[config.mk]
export PLATFORM = sky130hd
export DESIGN_NAME = pipe_hazard_scb
export DESIGN_NICKNAME = d
export VERILOG_FILES = /design/src/rtl/pipe_hazard_scb.sv
export SDC_FILE = /design/constraint.sdc
export NUM_CORES = 1
export LEC_CHECK = 0
export CORE_MARGIN = 1
export CORE_UTILIZATION = 33
export CTS_CLUSTER_SIZE = 28
export DETAILED_ROUTE_END_ITERATION = 10
export PLACE_DENSITY = 0.76
export SETUP_SLACK_MARGIN = 0.05
export SYNTH_ARGS = -nofsm -noshare
export SYNTH_HDL_FRONTEND = slang
export SYNTH_SLANG_ARGS = --single-unit
[constraint.sdc]
create_clock -name clk -period 3.59 [get_ports clk]
set_input_delay 1.077 -clock clk [delete_from_list [all_inputs] [get_ports clk]]
set_output_delay 1.077 -clock clk [all_outputs]
set_load 0.02 [all_outputs]
[src/rtl/pipe_hazard_scb.sv]
// pipe_hazard_scb: hazard unit for a 5-stage RISC-V pipeline.
// It provides E/D forwarding selects, load-use, branch and scoreboard
// stalls, bubble flushes, and an exception flush FSM that holds the
// flushes for FLUSH_CYC cycles.
// Optional macro HAZ_DIV_SCB_EN tracks divider results in a per-register
// scoreboard. When the macro is not defined, div_busy stalls the whole
// front end.
// Ports: clk, rst (synchronous, active-high); D/E/M/W register indices
// and write flags; lat_* long-latency issue/done; div_busy; except_m;
// stall_*, flush_*, fwd_*, scb_busy and flushing outputs.
module pipe_hazard_scb #(
  parameter int REGW      = 5,
  parameter int FLUSH_CYC = 1
) (
  input  logic            clk,
  input  logic            rst,
  input  logic [REGW-1:0] rs_d,
  input  logic [REGW-1:0] rt_d,
  input  logic            use_rs_d,
  input  logic            use_rt_d,
  input  logic            branch_d,
  input  logic [REGW-1:0] rs_e,
  input  logic [REGW-1:0] rt_e,
  input  logic [REGW-1:0] wreg_e,
  input  logic            regwrite_e,
  input  logic            memtoreg_e,
  input  logic [REGW-1:0] wreg_m,
  input  logic            regwrite_m,
  input  logic            memtoreg_m,
  input  logic [REGW-1:0] wreg_w,
  input  logic            regwrite_w,
  input  logic            lat_issue,
  input  logic [REGW-1:0] lat_wreg,
  input  logic            lat_done,
  input  logic [REGW-1:0] lat_dreg,
  input  logic            div_busy,
  input  logic            except_m,
  output logic            stall_f,
  output logic            stall_d,
  output logic            stall_e,
  output logic            flush_f,
  output logic            flush_d,
  output logic            flush_e,
  output logic            flush_m,
  output logic            flush_w,
  output logic            fwd_a_d,
  output logic            fwd_b_d,
  output logic [1:0]      fwd_a_e,
  output logic [1:0]      fwd_b_e,
  output logic            scb_busy,
  output logic            flushing
);

  localparam int NREG = 2**REGW;
  localparam logic [3:0] CNT_LOAD = 4'(FLUSH_CYC - 1);

  typedef enum logic {RUN, FLUSH} state_t;

  state_t     state;
  logic [3:0] cnt;

  logic useRs, useRt;
  logic eHitRs, eHitRt, mHitRs, mHitRt;
  logic mWr, wWr;
  logic loadUse, brStall, scbStall, scbBusy;
  logic stallE, stallD, flushAll;
  logic [1:0] selA, selB;
  logic fwdDA, fwdDB;

  // A zero index never counts as a used source.
  assign useRs = use_rs_d && (rs_d != '0);
  assign useRt = use_rt_d && (rt_d != '0);

  assign eHitRs = useRs && (wreg_e == rs_d);
  assign eHitRt = useRt && (wreg_e == rt_d);
  assign mHitRs = useRs && (wreg_m == rs_d);
  assign mHitRt = useRt && (wreg_m == rt_d);

  assign loadUse = memtoreg_e && (eHitRs || eHitRt);
  assign brStall = branch_d &&
                   ((regwrite_e && (eHitRs || eHitRt)) ||
                    (memtoreg_m && (mHitRs || mHitRt)));

  assign mWr = regwrite_m && (wreg_m != '0);
  assign wWr = regwrite_w && (wreg_w != '0);

  assign selA = (mWr && wreg_m == rs_e) ? 2'b10 :
                (wWr && wreg_w == rs_e) ? 2'b01 : 2'b00;
  assign selB = (mWr && wreg_m == rt_e) ? 2'b10 :
                (wWr && wreg_w == rt_e) ? 2'b01 : 2'b00;

  // A load in M has no data yet, so it cannot forward to D.
  assign fwdDA = mWr && !memtoreg_m && (wreg_m == rs_d);
  assign fwdDB = mWr && !memtoreg_m && (wreg_m == rt_d);

`ifdef HAZ_DIV_SCB_EN
  logic [NREG-1:0] scb;
  logic [NREG-1:0] scbNext;

  // A second issue to a pending register (WAW), or an issue while the
  // divider is busy, holds E. The issue is retried and not recorded.
  assign stallE   = lat_issue && (div_busy || scb[lat_wreg]);
  assign scbStall = (useRs && scb[rs_d]) || (useRt && scb[rt_d]);
  assign scbBusy  = |scb;

  // The clear is applied first, so a set to the same index wins.
  always_comb begin
    scbNext = scb;
    if (lat_done)
      scbNext[lat_dreg] = 1'b0;
    if (lat_issue && !stallE && lat_wreg != '0)
      scbNext[lat_wreg] = 1'b1;
    scbNext[0] = 1'b0;
  end

  always_ff @(posedge clk) begin
    if (rst) scb <= '0;
    else     scb <= scbNext;
  end
`else
  logic unusedLat;

  assign unusedLat = ^{lat_issue, lat_wreg, lat_done, lat_dreg};
  assign stallE    = div_busy;
  assign scbStall  = 1'b0;
  assign scbBusy   = 1'b0;
`endif

  assign stallD   = loadUse || brStall || scbStall || stallE;
  assign flushAll = except_m || (state == FLUSH);

  always_ff @(posedge clk) begin
    if (rst) begin
      state <= RUN;
      cnt   <= '0;
    end else begin
      unique case (state)
        RUN: begin
          if (except_m) begin
            state <= FLUSH;
            cnt   <= CNT_LOAD;
          end
        end
        FLUSH: begin
          if (except_m)        cnt   <= CNT_LOAD;
          else if (cnt == '0)  state <= RUN;
          else                 cnt   <= cnt - 4'd1;
        end
        default: state <= RUN;
      endcase
    end
  end

  always_comb begin
    stall_f  = 1'b0;
    stall_d  = 1'b0;
    stall_e  = 1'b0;
    flush_f  = 1'b0;
    flush_d  = 1'b0;
    flush_e  = 1'b0;
    flush_m  = 1'b0;
    flush_w  = 1'b0;
    fwd_a_d  = 1'b0;
    fwd_b_d  = 1'b0;
    fwd_a_e  = 2'b00;
    fwd_b_e  = 2'b00;
    scb_busy = 1'b0;
    flushing = 1'b0;
    if (!rst) begin
      fwd_a_d  = fwdDA;
      fwd_b_d  = fwdDB;
      fwd_a_e  = selA;
      fwd_b_e  = selB;
      scb_busy = scbBusy;
      flushing = (state == FLUSH);
      if (flushAll) begin
        {flush_f, flush_d, flush_e, flush_m, flush_w} = 5'b11111;
      end else begin
        stall_f = stallD;
        stall_d = stallD;
        stall_e = stallE;
        flush_e = stallD && !stallE;
        flush_m = stallE;
      end
    end
  end

endmodule

==> reports/qor.txt, run 1 <==
F_max = 280 MHz
Final worst slack = 0.0188 ns
Max-cap violations = 0
Arrival @ worst endpoint = 2.49 ns
Vias in the first global route = 1330
Mapped Area = 958 um2
Die Span Y = 55.9 um
Final Hold Viols = 0
Reg power frac = 0.182
CP max stage cell = or4_4
Synth top area share = 0.201
Core Region = 2760 um2
Total CTS buffers = 3
Global-route wire length before repair = 5.66 mm
P per Cell Area = 167 nW/um2
Leading area contributor after synthesis = xor2_1
Run status = complete, no violations
Post-Syn Area per Cell = 7.86 um2
Non-filler cells, final = 245
Pre-CTS WS = -0.853 ns
Combinational fraction of design power = 0.623
Max clock buf depth = 2
Maximum VDD drop = 0.186 mV
Switching power total = 0.000119 W
Max incr delay on CP = 0.54 ns
Clock transition at path regs = 0.04 ns
Skew final = 0.000260 ns
Fin. max-slew vios = 0
Fin area = 1960 um2
Measured slew at the worst slew-check pin = 0.752 ns
GRT Resource Usage Total = 0.226
Clk_lat worst skew = 0.24 ns
Ports = 75
Grt ovf = 0
Iter 0 DRT Violations = 27
Die area = 3120 um2
Design Power = 0.000328 W
Critical path, cell by cell = buf_6, or4_4, o21ai_4, or2_4, o32a_1, o311ai_2, buf_4
NumNets Final = 275
Sw frac = 0.362
Vias = 1258
Starting Density = 0.348
Placed Cells incl. Taps = 236
Chip width = 55.9 um
Hold Path Depth = 2
Initial antenna violation count = 0
Data required, critical path = 2.51 ns
Drt total wl = 3.38 mm
Final setup vio count = 0
TritonRoute pass-1 iters = 4
Synth area leaders = xor2_1, xnor2_1, dfxtp_1
DR vias/cell = 5.13
Register area share after synthesis = 0.104
Ant. Diodes = 0
R2R depth = 6
Critical Path Sink Type = output pin
GPL Wtd Cong = 0.782
Rel. slew slack = 0.492
RSZ-0062 raised after global routing = yes
CP startpoint kind = input port
Most frequent cells in the layout = buf_4, xor2_1, xnor2_1, clkdlybuf4s50_1, dlygate4sd2_1
Largest net degree at the start of global routing = 15
Synth Instances = 122
Tmin final = 3.57 ns
Hold WC Path Type = flip-flop to flip-flop
Fin crit share = 0.995
Commonest non-fill, non-tap cell in the layout = buf_4
Peak fanout along the critical path = 2
Critical path class = input port to output pin
Synthesis warning total = 0
Clock group share of total power = 0.196
CTS sink cnt = 5
Post-DP Area = 1790 um2
Post-route DRC = 0
Drt wl/cell = 13.8 um
Distinct cells, synth = 34
Rows = 19
CTS root buffer = clkbuf_4
Critical path depth in cells = 7
Syn_nets = 182
Antenna Nets Post-Route = 0
LEAKAGE = 0.861 nW
Internal cell power = 0.000209 W
Post-synthesis register bit count = 5
H-tree depth = 1
DP Wirelength = 2.65 mm
Buf/Inv on CP = 2
I/O Buffers = 61
Area Overhead vs Synth = 105%
CP top delay family = simple AND/OR/NAND/NOR gates
Number of fill cells in the layout = 209
Share of cells above drive strength 1 = 0.453
TritonCTS clock tree = yes
[through the flow]
step,utilization,hold slack [ns],setup TNS [ns]
floorplan,-,0.471,0
global placement,0.649,0.491,-7.10
detailed placement,0.649,0.510,-7.36
CTS,0.697,0.520,-0.00614
global route,0.711,0.576,-0.0714
finish,0.711,0.523,0
[path summary, 6_finish.rpt]
| check | endpoint | slack, ns | start |
|---|---|---|---|
| setup / recovery | flush_e | 0.02 | rs_d[1] |
| hold / removal | cnt[1]$_SDFFE_PP0P_ | 0.52 | cnt[1]$_SDFFE_PP0P_ |
| setup reg to reg | cnt[0]$_SDFFE_PP0P_ | 1.93 | cnt[0]$_SDFFE_PP0P_ |
| hold reg to reg | cnt[1]$_SDFFE_PP0P_ | 0.52 | cnt[1]$_SDFFE_PP0P_ |
[per-layer routing]
layer / track usage / vias up / wire length, um
li1: - / 610 / -
met1: 0.231 / 578 / 1260
met2: 0.449 / 56 / 1870
met3: 0.0372 / 14 / 153
met4: 0.0871 / 0 / 95
met5: 0 / - / 0
[layout make-up]
type                            instances  area, um2  share of cell area
Tap cell                               31       38.8              0.0198
Timing Repair Buffer                   98        835               0.425
Inverter                                4       15.0             0.00765
Multi-Input combinational cell        103        947               0.483
Clock buffer                            4       26.3              0.0134
Sequential cell                         5        100              0.0510
[logic make-up (layout without fill, tap and decap cells)]
family                   after synthesis  after routing  share of synthesized area
XOR/XNOR                              40             40                      0.366
AND/OR/NAND/NOR                       46             46                      0.303
AO/OA/AOI/OAI                         15             15                      0.119
other                                  1              1                    0.00391
adder cells (fa/ha/maj)                1              1                     0.0131
buffers and inverters                 14            106                     0.0914
flip-flops                             5              5                      0.104
[worst reg2reg max path: stages, from the launching register on]
cell and delay (ns):
dfxtp_1 0.33, inv_1 0.07, ha_1 0.17, nor4b_1 0.63, or2_2 0.24, a21oi_1 0.07, nor2_1 0.08
[synth_stat cells]
master / count
buf_6: 1
or4b_2: 1
nand2_1: 2
nor3_1: 4
o21ai_0: 4
buf_4: 7
clkbuf_1: 1
dfxtp_1: 5
and4_1: 2
or4_1: 3
or3_1: 1
xnor2_1: 18
nor3_2: 1
nand3_1: 4
or4_4: 1
o211ai_2: 1
ha_1: 1
a21oi_1: 5
nor4_1: 8
nor3b_1: 1
xor2_1: 22
o32a_1: 1
inv_1: 4
nand3_2: 2
nor4b_1: 3
nor2_1: 8
a31oi_1: 1
o21ai_4: 1
o311ai_2: 1
or2_2: 3
conb_1: 1
nor2b_1: 2
buf_2: 1
a21o_1: 1
[timing repair]
| item | in CTS | in global routing |
|---|---|---|
| cloned | 0 | 0 |
| setup endpoints to repair | 14 | 14 |
| hold buffers | 0 | 0 |
| gates resized for setup | 160 | 20 |
| pin swaps | 29 | 21 |
| endpoints found under the hold margin | 0 | 0 |
| setup buffers | 5 | 0 |
[flip-flops by register name, indices dropped and copies added (netlist names)]
| register | cells |
|---|---|
| state | 1 |
| cnt | 4 |
[power groups by stage]
stage / Clock, W / Combinational (W) / Sequential (W)
after detailed placement: 0 / 0.000187 / 0.0000603
after floorplan: 0 / 0.0000822 / 0.0000597
after global placement: 0 / 0.000182 / 0.0000600
after global routing: 0.0000723 / 0.000219 / 0.0000596
final: 0.0000642 / 0.000204 / 0.0000595
after CTS: 0.0000675 / 0.000196 / 0.0000593
Power figures use the tool's default switching activity.
==> run 2: changes to the inputs <==
CORE_UTILIZATION = 36   (was 33)
PLACE_DENSITY = 0.82   (was 0.76)
clock period = 4.17 ns   (was 3.59 ns; I/O delays follow)
==> reports/qor.txt, run 2 (synthesis results as in run 1) <==
Total CTS buffers = 3 (unchanged)
Data required, critical path = 2.92 ns (+0.41 ns)
Final TNS setup = 0 ns (unchanged)
CP Launch Point = rs_d[0]
Drt total wl = 3.77 mm (+12%)
Global-route wire length before repair = 5.73 mm (+1.1%)
Commonest non-fill, non-tap cell in the layout = buf_4
Most Frequent Cell on Critical Path = buf_4
H-tree depth = 1 (unchanged)
Starting Density = 0.383 (+0.0358)
Drt wl/cell = 15.3 um (+11%)
Post-route DRC = 0 (unchanged)
Buf/Inv on CP = 3 (+1)
Reg-to-reg startpoint = cnt[0]$_SDFFE_PP0P_
I/O Buffers = 61 (unchanged)
Iter 0 DRT Violations = 11 (-59%)
GPL Wtd Cong = 0.802 (+2.7%)
Hold Path Origin = cnt[1]$_SDFFE_PP0P_
Critical Path Sink Type = output pin
LEAKAGE = 0.833 nW (-3.2%)
CTS sink cnt = 5 (unchanged)
Share of cells above drive strength 1 = 0.389 (-0.0644)
Tmin final = 4.12 ns
Clock transition at path regs = 0.05 ns (about the same)
Clk_lat worst skew = 0.25 ns (about the same)
R2R depth = 6 (unchanged)
NumNets Final = 277 (+0.73%)
Rel. slew slack = 0.410 (-0.0814)
Final Hold Viols = 0 (unchanged)
Antenna Nets Post-Route = 0 (unchanged)
Peak fanout along the critical path = 3 (+1)
DR vias/cell = 5.12 (-0.25%)
CP startpoint kind = input port
Measured slew at the worst slew-check pin = 0.872 ns (+0.120 ns)
TritonCTS clock tree = yes
Run status = complete, no violations
Hold Path Depth = 2 (unchanged)
Max-cap violations = 0 (unchanged)
Chip width = 53.6 um (-4.1%)
Core Util, Final = 0.765 (+0.0538)
FF-to-FF End = cnt[1]$_SDFFE_PP0P_
Initial antenna violation count = 0 (unchanged)
Arrival @ worst endpoint = 2.87 ns (+0.38 ns)
F_max = 243 MHz
Fin crit share = 0.987
Placed Cells incl. Taps = 241 (+2.1%)
Core Region = 2500 um2 (-9.3%)
Largest register FFs = 4 (unchanged)
Die area = 2870 um2 (-8.0%)
Vias in the first global route = 1347 (+1.3%)
Ant. Diodes = 0 (unchanged)
P per Cell Area = 149 nW/um2 (-11%)
Area Overhead vs Synth = 99.6%
Skew final = 0.00615 ns (+0.00589 ns)
Area of the multi-input gates = 887 um2 (-6.3%)
Fin. max-slew vios = 0 (unchanged)
Hold WC Path Type = flip-flop to flip-flop
Register Area = 100 um2 (unchanged)
Final setup vio count = 0 (unchanged)
Critical path class = input port to output pin
Non-filler cells, final = 246 (+0.41%)
CTS root buffer = clkbuf_4
Critical path, cell by cell = clkdlybuf4s15_1, buf_4, xor2_1, nor3_2, nand3_1, o32a_1, o311ai_2, buf_4
Max clock buf depth = 2 (unchanged)
Maximum VDD drop = 0.141 mV (-24%)
Number of fill cells in the layout = 199 (-4.8%)
Design Power = 0.000286 W (-13%)
Critical path depth in cells = 8 (+1)
Setup slack, reg-to-reg = 2.45 ns (+0.52 ns)
Most flop-heavy register = cnt
Hold Path Sink = cnt[1]$_SDFFE_PP0P_
Max incr delay on CP = 0.26 ns (-0.28 ns)
RSZ-0062 raised after global routing = yes
TritonRoute pass-1 iters = 4 (unchanged)
CP max stage cell = clkdlybuf4s15_1
Grt ovf = 0 (unchanged)
Most frequent cells in the layout = buf_4, clkdlybuf4s50_1, xor2_1, xnor2_1, dlygate4sd2_1
Largest net degree at the start of global routing = 15 (unchanged)
Vias = 1260 (+0.16%)
Die Span Y = 53.6 um (-4.1%)
CP top delay family = buffers and inverters
Top flop regs = cnt x4, state x1
DP Wirelength = 2.91 mm (+10%)
Rows = 18 (-1)
GRT Resource Usage Total = 0.274 (+0.0485)
Ports = 75 (unchanged)
==> run 2: final cells by class <==
| type | count | area share |
|---|---|---|
| clock buffer | 3 | 0.0118 |
| multi-input combinational | 103 | 0.464 |
| inverter | 4 | 0.00785 |
| sequential | 5 | 0.0523 |
| clock inverter | 1 | 0.00262 |
| tap | 30 | 0.0196 |
| timing repair buffer | 100 | 0.442 |
==> run 2: how the worst max path moves through the flow <==
stage                     slack (ns)       to
after floorplan                 0.19  stall_f
after global placement         -0.58  stall_f
after detailed placement       -0.75  stall_d
after CTS                       0.03  stall_d
after global routing           0.008  flush_e
final                           0.05  flush_e
==> run 2: per-stage QoR <==
stage                     cell area [um2]  worst slack [ns]  hold WS, ns
after floorplan                       965             0.190        0.471
after global placement               1830            -0.583        0.489
after detailed placement             1830            -0.749        0.537
after CTS                            1880            0.0279        0.547
after global routing                 1910           0.00797        0.567
final                                1910            0.0532        0.543
==> run 2: worst register-to-register path, delay by kind of cell, from the launching register on <==
kind / cells / cell delay [ns]
AND/OR/NAND/NOR: 3 / 1.05
flip-flops: 1 / 0.33
adder cells (fa/ha/maj): 1 / 0.15
AO/OA/AOI/OAI: 1 / 0.07
buffers and inverters: 1 / 0.06
==> run 2: layer usage <==
layer	wire, um	vias up	global-route usage
li1	-	615	-
met4	76	0	0.0702
met1	1390	591	0.265
met5	0	-	0
met2	2160	48	0.590
met3	149	6	0.0311
==> run 2: what timing repair did <==
item,in CTS,in global routing
hold buffers,0,0
cloned,0,0
pin swaps,14,18
setup buffers,0,1
endpoints found under the setup margin,13,8
gates resized for setup,77,26
==> run 2: power breakdown <==
group	leakage (nW)	internal, W	switching [W]
Sequential	0.0406	0.0000493	0.00000162
Combinational	0.775	0.0000955	0.0000806
Clock	0.0177	0.0000349	0.0000240
